$ cat config.mk
export PLATFORM = sky130hd
export DESIGN_NAME = alarm_time_keeper
export DESIGN_NICKNAME = d
export VERILOG_FILES = /design/src/rtl/alarm_time_keeper.sv
export SDC_FILE = /design/constraint.sdc
export NUM_CORES = 1
export LEC_CHECK = 0
export BUFFER_PORTS_ARGS = -buffer_cell sky130_fd_sc_hd__buf_2
export CORE_AREA = 3 3 45 52
export CTS_BUF_LIST = sky130_fd_sc_hd__clkbuf_4
export DETAILED_ROUTE_END_ITERATION = 6
export DIE_AREA = 0 0 48 55
export PLACE_DENSITY = 0.74
export SLEW_MARGIN = 30
export SYNTH_ARGS = -nofsm -noshare
export SYNTH_HDL_FRONTEND = slang
export SYNTH_SLANG_ARGS = --single-unit
export TNS_END_PERCENT = 30
$ cat constraint.sdc
create_clock -name clk -period 1.49 [get_ports clk]
set_input_delay 0.298 -clock clk [delete_from_list [all_inputs] [get_ports clk]]
set_output_delay 0.298 -clock clk [all_outputs]
set_load 0.01 [all_outputs]
$ cat src/rtl/alarm_time_keeper.sv
// Alarm-clock time base: a prescaled wrapping time counter plus a key-entry
// state machine that loads either the running time or the stored alarm value.
module alarm_time_keeper #(
    parameter int WIDTH         = 4,
    parameter int MAX_COUNT     = 9,
    parameter int PRESCALE      = 4,
    parameter int ENTRY_TIMEOUT = 16
) (
    input  logic             clk,
    input  logic             reset,
    input  logic             set_time,
    input  logic             set_alarm,
    input  logic             view_alarm,
    input  logic             key_valid,
    input  logic [WIDTH-1:0] key_value,
    output logic [WIDTH-1:0] current_time,
    output logic [WIDTH-1:0] alarm_time,
    output logic             show_a,
    output logic             busy,
    output logic             key_error
);

    localparam int PW = (PRESCALE > 1) ? $clog2(PRESCALE) : 1;
    localparam int TW = (ENTRY_TIMEOUT > 1) ? $clog2(ENTRY_TIMEOUT) : 1;
    localparam logic [WIDTH-1:0] MAX_VAL  = WIDTH'(MAX_COUNT);
    localparam logic [PW-1:0]    PRE_LAST = PW'(PRESCALE - 1);
    localparam logic [TW-1:0]    TMO_LAST = TW'(ENTRY_TIMEOUT - 1);

    typedef enum logic [1:0] {
        IDLE        = 2'd0,
        TIME_ENTRY  = 2'd1,
        ALARM_ENTRY = 2'd2
    } state_t;

    state_t           state, state_next;
    logic [PW-1:0]    prescale_cnt, prescale_next;
    logic [TW-1:0]    timeout_cnt, timeout_next;
    logic [WIDTH-1:0] time_next, alarm_next;
    logic             error_next, show_next, busy_next;
    logic             key_ok, key_bad;

    assign key_ok  = key_valid && (key_value <= MAX_VAL);
    assign key_bad = key_valid && (key_value > MAX_VAL);

    always_ff @(posedge clk) begin
        if (reset) begin
            state        <= IDLE;
            prescale_cnt <= '0;
            timeout_cnt  <= '0;
            current_time <= '0;
            alarm_time   <= MAX_VAL;
            show_a       <= 1'b0;
            busy         <= 1'b0;
            key_error    <= 1'b0;
        end else begin
            state        <= state_next;
            prescale_cnt <= prescale_next;
            timeout_cnt  <= timeout_next;
            current_time <= time_next;
            alarm_time   <= alarm_next;
            show_a       <= show_next;
            busy         <= busy_next;
            key_error    <= error_next;
        end
    end

    always_comb begin
        state_next    = state;
        prescale_next = prescale_cnt;
        timeout_next  = '0;
        time_next     = current_time;
        alarm_next    = alarm_time;
        error_next    = 1'b0;

        // The clock stands still while a new time is being keyed in.
        if (state == TIME_ENTRY) begin
            prescale_next = '0;
        end else if (prescale_cnt == PRE_LAST) begin
            prescale_next = '0;
            time_next     = (current_time == MAX_VAL) ? '0 : current_time + WIDTH'(1);
        end else begin
            prescale_next = prescale_cnt + PW'(1);
        end

        case (state)
            IDLE: begin
                if (set_time) begin
                    state_next = TIME_ENTRY;
                end else if (set_alarm) begin
                    state_next = ALARM_ENTRY;
                end
            end
            TIME_ENTRY, ALARM_ENTRY: begin
                if (key_ok) begin
                    if (state == TIME_ENTRY) begin
                        time_next = key_value;
                    end else begin
                        alarm_next = key_value;
                    end
                    state_next = IDLE;
                end else if (key_bad) begin
                    error_next = 1'b1;
                end else if (timeout_cnt == TMO_LAST) begin
                    state_next = IDLE;
                end else begin
                    timeout_next = timeout_cnt + TW'(1);
                end
            end
            default: state_next = IDLE;
        endcase

        show_next = (state_next == ALARM_ENTRY) || ((state_next == IDLE) && view_alarm);
        busy_next = (state_next != IDLE);
    end

endmodule

[Word level (Yosys, flattened, before mapping)]
Index checks and enable logic that the tools add are counted.
Storage, ports and cells
  output and inout bits: 11
  input port bits: 10
  register bits: 19
Cells by class
  add/sub/neg operators: 3
  reduce and logical (&&, ||, !) cells: 12
  order comparisons: 2
  eq/ne operators: 6
  bitwise operators: 2
  multiplexer cells: 13
Operators with widths (number)
  $mux 4: 6
  $mux 2: 5
  $add 4x1->4 const B: 2
  $eq 4x4->1 const B: 2
  $eq 2x2->1 const B: 3
  $reduce_or 3->1: 2
  $reduce_or 5->1: 1
  $gt 4x4->1 const B: 1
  $le 4x4->1 const B: 1
  $logic_not 2->1: 2
  $pmux 2 s2: 1
  $logic_and 1x1->1: 3
  $reduce_and 3->1: 1
  $add 2x1->2 const B: 1
  $eq 2x1->1 const B: 1
  $not 1->1: 2
  $reduce_bool 2->1: 1
  $reduce_or 2->1: 1
  $logic_or 1x1->1: 1
  $mux 1: 1

[Longest topological paths before layout]
Gate-level depths: netlist of the first run.
  word-level depth: 8
  mapped depth: 7

[Worst setup path before layout of the first run]
OpenSTA, ideal clock, no wires.
  path type: flip-flop to flip-flop
  start point: register state[1]
  end point: register timeout_cnt[3]
  period minus slack after synthesis: 1641 ps
  stages on the path, launching flop included: 7
  slack: -151 ps
  library setup time: 64 ps
  buffers on the path: 0
  data arrival time: 1577 ps
  cell sequence: dfxtp_1 -> inv_1 -> ha_1 -> inv_1 -> or3_2 -> a31o_2 -> nor2_1
Between the ends
  longest elaborated chain between the ends: 4
Ends and longest elaborated chain
  start, declared: line 35  | state_t state, state_next;
  start signal, assigned: line 56  | state <= state_next;
  $eq 2x1->1 or $eq 2x2->1 (tied branches): line 85  | case (state)
  $reduce_or 2->1 (*): line 85
  $not 1->1 (no line) (*)
  $reduce_or 5->1 (no line) (*)
  end signal, assigned: line 58  | timeout_cnt <= timeout_next;
  end, declared: line 37  | logic [TW-1:0] timeout_cnt, timeout_next;
Mark *: on every way between the ends. The rest lies on a longest branch, timed or not.
A chain may end at the register's enable or synchronous reset.

[Final worst setup path of the first run]
  start point: register timeout_cnt[0]
  end point: register show_a
Between the ends
  longest elaborated chain between the ends: 8
Ends and longest elaborated chain
  $eq 4x4->1 (*): line 103  | end else if (timeout_cnt == TMO_LAST) begin
  $mux 2 (*): line 103
  $mux 2 (*): line 101  | end else if (key_bad) begin
  $mux 2 (*): line 94  | if (key_ok) begin
  $pmux 2 s2 (*): line 85
  $logic_not 2->1: line 112  | show_next = (state_next == ALARM_ENTRY) || ((state_next == IDLE) && view_alarm);
  $logic_and 1x1->1: line 112
  $logic_or 1x1->1 (*): line 112
  end signal, assigned: line 61  | show_a <= show_next;
  end, declared: line 18  | output logic show_a,
Marks and branches as above.

==> results.md, run 1 <==
* Crit-path max FO at 4
* Design Area, Final at 0.00122 sq mm
* Worst-Margin Slew at 305 ps
* Core box area at 0.00191 sq mm
* Initial antenna violation count at 0
* Crit path launch type: flop
* Peak supply drop at 0.000579 V
* Synth Area per Inst at 9.15 sq um
* Leading cell type in the layout, fill and taps excluded: buf_2
* Die Wd at 48 um
* Synth Area in Compound Gates at 19.6%
* Net Count, Synth at 114
* Post-synth EDFFs at 0
* Largest family of logic cells by synthesized area: simple AND/OR/NAND/NOR gates
* Initial DRC Count at 5
* Routed WL at 1840 um
* Crit-path cells: ha_1, and4b_1, a211oi_4, nor3b_2, o221a_2
* Drt drc at 0
* Min-delay src: reset
* Leakage dissipation at 0.497 nW
* Hold Crit Class: primary input to flop
* Commonest cells after routing, fill and taps aside: 20 x buf_2, 17 x dfxtp_1, 11 x buf_4
* Fin cells at 151
* ANT cells at 0
* DP Area at 0.00113 sq mm
* CP max stage cell: dfxtp_1
* Final net count at 148
* Sequential element share of the synthesized area at 42.0%
* Layout cells sized above 1 at 45.5%
* Worst setup path start: timeout_cnt[0]
* Number of max-cap violations at 0
* Routed WL per cell at 12.2 um
* Top cell family by delay on the critical path: compound AO/OA/AOI/OAI gates
* Largest net degree at the start of global routing at 13
* Tot GR Track Use at 16.8%
* Final antenna-violating net count at 0
* Post-Synth XOR/XNOR Area at 2.90%
* RSZ-0062 raised after global routing: true
* GP Congestion at 0.785
* Clk slew on worst S/H paths at 100 ps
* Via count at 812
* Multiplexer area fraction after synthesis at 4.42%
* Worst skew pair latency at 290 ps
* Crit Path Category: flop to flop
* Combinational Power Share at 23.3%
* WHS at 228 ps
* Syn Std Cell Area at 906 sq um
* Total congestion overflow at 0
* Final hold viol count at 0
* Drt first pass iters at 4
* Simple-Gate Fraction of Synth Area at 20.9%
* CTS tree: built
* Top FF cell, synth: dfxtp_1
* R2R setup slack at 30 ps
* Num CTS Buffers at 3
* Worst stage delay on the critical path at 330 ps
* Starting density of the core at 47.3%
* Period utilisation layout at 98.2%
* Crit path required time at 1730 ps
* H-tree depth at 1
* P&R area growth vs syn at 34.5%
* Ys async rst share at 0%
* # rows at 17
* Clock network power share at 24.9%
* Minimum clock period after layout at 1460 ps
* Status: complete, no violations
* Fmax at 0.683 GHz
* Vias in the first global route at 746
* FF-to-FF Start: timeout_cnt[0]
* Port bufs at 20
* Postcts setup bufs at 0
* Syn. warnings at 0
* Post-route setup slack at 26.4 ps
* Final max-slew violation count at 0
* Crit path buf inv count at 0
* Clk_skew at 2.49 ps
* Critical path endpoint category: flop
* Die Ht at 55 um
* Placed Cells at 147
* Critical Path AT at 1700 ps
* Switching power at 0.297 mW
* First-pass GRT wire length at 3160 um
* Vias/cell at 5.38
* HPWL Detailed at 1430 um
* Root Driver: clkbuf_4
* Netlist cell types at 33
* Rel. slew slack at 79.7%
* Power per cell area at 895 mW/mm^2
* Post-Synth Adder-Cell Area at 6.91%
* Final setup fails at 0
* #FFs+latches synth at 19
* Internal power at 0.794 mW
* Longest Clk Path Bufs at 2
* Sw Ratio at 27.3%
* DIE AREA at 0.00264 sq mm
* Sequential Power Share at 51.8%
* Place WS at 6.73 ps
* Clock Sinks at 19
* Cells after synthesis at 99
* Boundary pin count at 21
## repair_timing
action,in CTS,in global routing
cloned,0,0
endpoints found under the setup margin,3,12
gates resized for setup,4,11
hold buffers,0,0
pin swaps,3,7
## layer usage
layer / global-route usage, % / share of wire [%] / vias to the layer above / wire, um
li1: - / - / 418 / -
met1: 19.1 / 45 / 370 / 823
met2: 29.7 / 48 / 18 / 888
met3: 2.91 / 3.8 / 6 / 70
met4: 7.17 / 3.1 / 0 / 57
met5: 0 / 0 / - / 0
## cell type report
type,instances,area [sq um]
clock buffer,4,30.0
fill,168,696
inverter,6,25.0
multi-input combinational,72,574
sequential,19,383
tap,19,23.8
timing repair buffer,31,183
## sequential cells by signal (all words and copies together), names as in the netlist
name          cells
show_a            1
prescale_cnt      2
alarm_time        4
state             2
busy              1
timeout_cnt       4
key_error         1
current_time      4
## cells by family (layout without fill, tap and decap cells)
kind of cell / after synthesis / count (layout)
AND/OR/NAND/NOR: 35 / 35
AO/OA/AOI/OAI: 25 / 25
flip-flops: 19 / 19
buffers and inverters: 8 / 41
adder cells (fa/ha/maj): 5 / 5
multiplexers: 4 / 4
XOR/XNOR: 3 / 3
## metrics by stage
step | TNS [ps] | power [mW] | utilization, %
global route | -401 | 1.16 | 63.7
finish | 0 | 1.09 | 63.7
global placement | 0 | 0.792 | 59.2
CTS | 0 | 1.08 | 61.8
detailed placement | 0 | 0.798 | 59.2
floorplan | -15.5 | 0.712 | -
## cell usage after synthesis (2+ instances only)
| master | n | area (sq um) |
|---|---|---|
| clkbuf_1 | 2 | 7.51 |
| o21ai_0 | 4 | 20.0 |
| nor3b_2 | 2 | 25.0 |
| nor3_1 | 3 | 15.0 |
| a21oi_1 | 7 | 35.0 |
| nor2_1 | 11 | 41.3 |
| dfxtp_1 | 19 | 380 |
| nand3_1 | 3 | 15.0 |
| ha_1 | 5 | 62.6 |
| inv_1 | 6 | 22.5 |
| xnor2_1 | 2 | 17.5 |
| mux2i_1 | 4 | 40.0 |
| nand2_1 | 6 | 22.5 |
| nor2b_1 | 3 | 18.8 |
| a211oi_1 | 4 | 30.0 |
## path summary, 6_finish.rpt
check,cells after the start,end
max,5,show_a
min reg2reg,1,prescale_cnt[0]
max reg2reg,5,show_a
min,2,current_time[2]
## power by group through the flow
stage          Combinational [mW]  Sequential (mW)  Clock [mW]
2_1_floorplan               0.125            0.586           0
3_3_place_gp                0.217            0.575           0
3_5_place_dp                0.221            0.577           0
4_1_cts                     0.239            0.565       0.279
5_1_grt                     0.283            0.572       0.304
6_report                    0.254            0.565       0.272
## worst reg2reg max path, stage by stage (launching register included)
cell	delay, ps
dfxtp_1	330
ha_1	200
and4b_1	200
a211oi_4	260
nor3b_2	230
o221a_2	200
No activity file was read; power rests on OpenSTA's default activity.
==> run 2: changes to the inputs <==
==> constraint.sdc (replaced) <==
create_clock -name clk -period 1.25 [get_ports clk]
set_input_delay 0.25 -clock clk [delete_from_list [all_inputs] [get_ports clk]]
set_output_delay 0.25 -clock clk [all_outputs]
set_load 0.01 [all_outputs]
==> results.md, run 2 (same netlist as run 1, synthesis figures left out) <==
* Status: complete, but fails checks
* Failing checks: negative setup slack
* Clk_skew at 0.645 ps
* Hold Crit Depth at 3
* Die Wd at 48 um
* Core box area at 0.00191 sq mm
* Peak supply drop at 0.000658 V
* Rel. slew slack at 74.1%
* Number of max-cap violations at 0
* Largest regs: alarm_time (4), current_time (4), timeout_cnt (4)
* Leakage dissipation at 0.543 nW
* Met3 usage at 2.91%
* Period utilisation layout at 116%
* Drt drc at 0
* Grt peak-use layer: met2
* FF-to-FF Start: state[0]
* WHS at 239 ps
* Crit path required time at 1490 ps
* Worst skew pair latency at 290 ps
* Crit-path cells: inv_2, ha_4, inv_4, or3_4, a31o_4, nor2_1
* Met1 capacity usage during global routing at 20.9%
* Clk slew on worst S/H paths at 100 ps
* Root Driver: clkbuf_4
* Drt first pass iters at 4
* Minimum clock period after layout at 1450 ps
* P&R area growth vs syn at 47.1%
* Final net count at 157
* Reg2Reg Depth at 6
* Min-delay src: key_value[0]
* Port bufs at 20
* Routing usage on met2 at 30.8%
* Commonest cells after routing, fill and taps aside: 20 x buf_2, 19 x buf_4, 15 x dfxtp_1
* Initial antenna violation count at 0
* Largest net degree at the start of global routing at 16
* Design Area, Final at 0.00133 sq mm
* Routed WL at 2100 um
* # rows at 17
* Crit-path max FO at 4
* CTS tree: built
* Initial DRC Count at 8
* Via count at 879
* H-tree depth at 1
* Worst-Margin Slew at 385 ps
* Final hold viol count at 0
* Starting density of the core at 47.3%
* Total congestion overflow at 0
* Routed WL per cell at 13.1 um
* DIE AREA at 0.00264 sq mm
* Hold_buf cts at 0
* Final max-slew violation count at 0
* RSZ-0062 raised after global routing: true
* GP Congestion at 0.661
* Leading cell type in the layout, fill and taps excluded: buf_2
* Layout cells sized above 1 at 53.2%
* CP max stage cell: dfxtp_2
* Clock Sinks at 19
* Worst stage delay on the critical path at 360 ps
* Crit Path Category: flop to flop
* Tot GR Track Use at 17.6%
* Longest Clk Path Bufs at 2
* Critical Path AT at 1690 ps
* Vias in the first global route at 792
* Num CTS Buffers at 3
* Crit path launch type: flop
* HPWL Detailed at 1590 um
* Boundary pin count at 21
* Power Total at 1.36 mW
* Reg-to-Reg End: timeout_cnt[1]
* DP Area at 0.00122 sq mm
* Critical path endpoint category: flop
* Fmax at 0.689 GHz
* Final antenna-violating net count at 0
* Final core utilization at 69.6%
* Final setup fails at 14
* Vias/cell at 5.49
* Post-route setup slack at -201 ps
* Hold Crit Class: primary input to flop
* First-pass GRT wire length at 3350 um
* Die Ht at 55 um
* Hold endpoint: alarm_time[0]
* Power per cell area at 1020 mW/mm^2
* R2R setup slack at -200 ps
* ANT cells at 0
## run 2: area by class of cell
class | instances | area, sq um
Tap cell | 19 | 23.8
Sequential cell | 19 | 385
Timing Repair Buffer | 40 | 254
Clock buffer | 4 | 30.0
Inverter | 6 | 25.0
Fill cell | 166 | 582
Multi-Input combinational cell | 72 | 614
## run 2: worst max-delay path, delay by kind of cell, from the launching register on
| family | cells | cell delay [ps] |
|---|---|---|
| simple gates | 2 | 420 |
| flops | 1 | 360 |
| fa+ha+maj | 1 | 300 |
| compound gates | 1 | 230 |
| buf+inv | 2 | 80 |
## run 2: worst max-delay path by stage
stage	start	to	slack, ps	cells after the start
2_1_floorplan	state[1]	show_a	-150	6
3_3_place_gp	state[0]	show_a	-120	6
3_5_place_dp	state[0]	show_a	-180	6
4_1_cts	state[0]	timeout_cnt[1]	-180	6
5_1_grt	state[0]	show_a	-260	6
6_report	state[0]	timeout_cnt[1]	-200	6
## run 2: power breakdown
part	internal, mW	switching (mW)
Combinational	0.183	0.163
Clock	0.146	0.186
Sequential	0.648	0.0357
Total	0.977	0.384
## run 2: per-stage QoR
step	worst slack [ps]	cells	TNS, ps
finish	-201	160	-2110
global route	-262	160	-3240
CTS	-180	160	-2070
detailed placement	-177	156	-1790
global placement	-123	156	-1350
floorplan	-154	99	-1230
## run 2: timing repair
item | in CTS | in global routing
gates resized for setup | 6 | 13
pin swaps | 9 | 9
endpoints found under the setup margin | 15 | 16
gates cloned | 0 | 0
buffers inserted | 0 | 0
## run 2: per-layer routing
metal	share of wire, %	vias to the layer above
met1	44	417
met2	51	21
li1	-	439
met4	0.43	0
met3	3.8	2
met5	0	-
==> run 3: changes to the inputs <==
--- a/config.mk
+++ b/config.mk
@@ -5,12 +5,15 @@
 export SDC_FILE = /design/constraint.sdc
 export NUM_CORES = 1
 export LEC_CHECK = 0
+export ABC_CLOCK_PERIOD_IN_PS = 1250
 export BUFFER_PORTS_ARGS = -buffer_cell sky130_fd_sc_hd__buf_2
 export CORE_AREA = 3 3 45 52
 export CTS_BUF_LIST = sky130_fd_sc_hd__clkbuf_4
 export DETAILED_ROUTE_END_ITERATION = 6
 export DIE_AREA = 0 0 48 55
+export HOLD_SLACK_MARGIN = 0.08
 export PLACE_DENSITY = 0.74
+export REMOVE_ABC_BUFFERS = 1
 export SLEW_MARGIN = 30
 export SYNTH_ARGS = -nofsm -noshare
 export SYNTH_HDL_FRONTEND = slang
==> results.md, run 3 (same netlist as run 1, synthesis figures left out) <==
* Core box area at 0.00191 sq mm
* Commonest cells after routing, fill and taps aside: 23 x buf_4, 20 x buf_2, 14 x dfxtp_1
* DIE AREA at 0.00264 sq mm
* Period utilisation layout at 118%
* Initial antenna violation count at 0
* Reg2Reg Depth at 6
* Via count at 900
* Post-route setup slack at -227 ps
* Vias/cell at 5.45
* ANT cells at 0
* Final max-slew violation count at 0
* Clk slew on worst S/H paths at 110 ps
* Place WS at -324 ps
* Crit Path Category: flop to flop
* Minimum clock period after layout at 1480 ps
* Routed WL at 2260 um
* Routing usage on met2 at 37.0%
* Total congestion overflow at 0
* Crit path launch type: flop
* Largest regs: alarm_time (4), current_time (4), timeout_cnt (4)
* Hold_buf cts at 0
* Final net count at 162
* Layout cells sized above 1 at 53.4%
* Hold Crit Class: primary input to flop
* Worst skew pair latency at 290 ps
* Tot GR Track Use at 20.0%
* Starting density of the core at 47.3%
* Power Total at 1.38 mW
* Drt drc at 0
* Final core utilization at 71.3%
* Port bufs at 20
* R2R setup slack at -230 ps
* Status: complete, but fails checks
* Vias in the first global route at 865
* First-pass GRT wire length at 3650 um
* Grt peak-use layer: met2
* Fmax at 0.677 GHz
* Critical Path AT at 1710 ps
* Crit path required time at 1480 ps
* Initial DRC Count at 18
* RSZ-0062 raised after global routing: true
* Peak supply drop at 0.000742 V
* Rel. slew slack at 74.7%
* Root Driver: clkbuf_4
* Final hold viol count at 0
* Critical path endpoint category: flop
* Num CTS Buffers at 3
* WHS at 188 ps
* Power per cell area at 1010 mW/mm^2
* Final setup fails at 16
* Leading cell type in the layout, fill and taps excluded: buf_4
* CTS tree: built
* Routed WL per cell at 13.7 um
* Failing checks: negative setup slack
* Met1 capacity usage during global routing at 21.4%
* Largest net degree at the start of global routing at 14
* Clk_skew at 7.18 ps
* Die Ht at 55 um
* Longest Clk Path Bufs at 2
* Final antenna-violating net count at 0
* Boundary pin count at 21
* GP Congestion at 0.709
* Number of max-cap violations at 0
* Die Wd at 48 um
* HPWL Detailed at 1580 um
* Clock Sinks at 19
* H-tree depth at 1
* Setup TNS at -2700 ps
* P&R area growth vs syn at 50.7%
* Crit-path max FO at 3
* Worst-Margin Slew at 376 ps
* Leakage dissipation at 0.568 nW
* # rows at 17
* Hold Crit Depth at 2
* Met3 usage at 3.88%
* Drt first pass iters at 4
[run 3: cell count changes in the layout (fill, tap and decap cells not counted), sizes merged]
cell,before,now
buf,40,45
[run 3: final timing paths]
kind	startpoint	end
hold reg to reg	alarm_time[2]	alarm_time[2]
setup / recovery	state[1]	timeout_cnt[3]
hold / removal	reset	key_error
setup reg to reg	state[1]	timeout_cnt[3]
[run 3: cell type report]
| class | instances | area [sq um] |
|---|---|---|
| multi-input combinational | 72 | 607 |
| sequential | 19 | 387 |
| inverter | 6 | 22.5 |
| clock buffer | 4 | 30.0 |
| fill | 147 | 549 |
| tap | 19 | 23.8 |
| timing repair buffer | 45 | 295 |
[run 3: timing repair]
item                       4_1_cts  5_1_grt
gates resized for setup         20        9
setup endpoints to repair       17       18
buffers inserted                 3        1
pin swaps                       11        7
[run 3: where the power goes]
group,internal (mW),switching [mW]
Sequential,0.647,0.0339
Combinational,0.197,0.171
Clock,0.146,0.180
[run 3: worst max-delay path: stages (launching register included)]
cell and delay [ps]:
dfxtp_2 350, inv_2 50, ha_4 260, inv_1 50, or3_4 380, a31o_4 230
nor2_1 80
[run 3: per-layer routing]
layer	wire length, um	up-vias
li1	-	451
met1	921	415
met2	1160	28
met3	118	6
met4	52	0
met5	0	-
[run 3: per-stage QoR]
| step | instances | cell area (sq um) |
|---|---|---|
| after floorplan | 97 | 898 |
| after global placement | 157 | 1180 |
| after CTS | 164 | 1330 |
| after detailed placement | 157 | 1180 |
| final | 165 | 1370 |
| after global routing | 165 | 1370 |
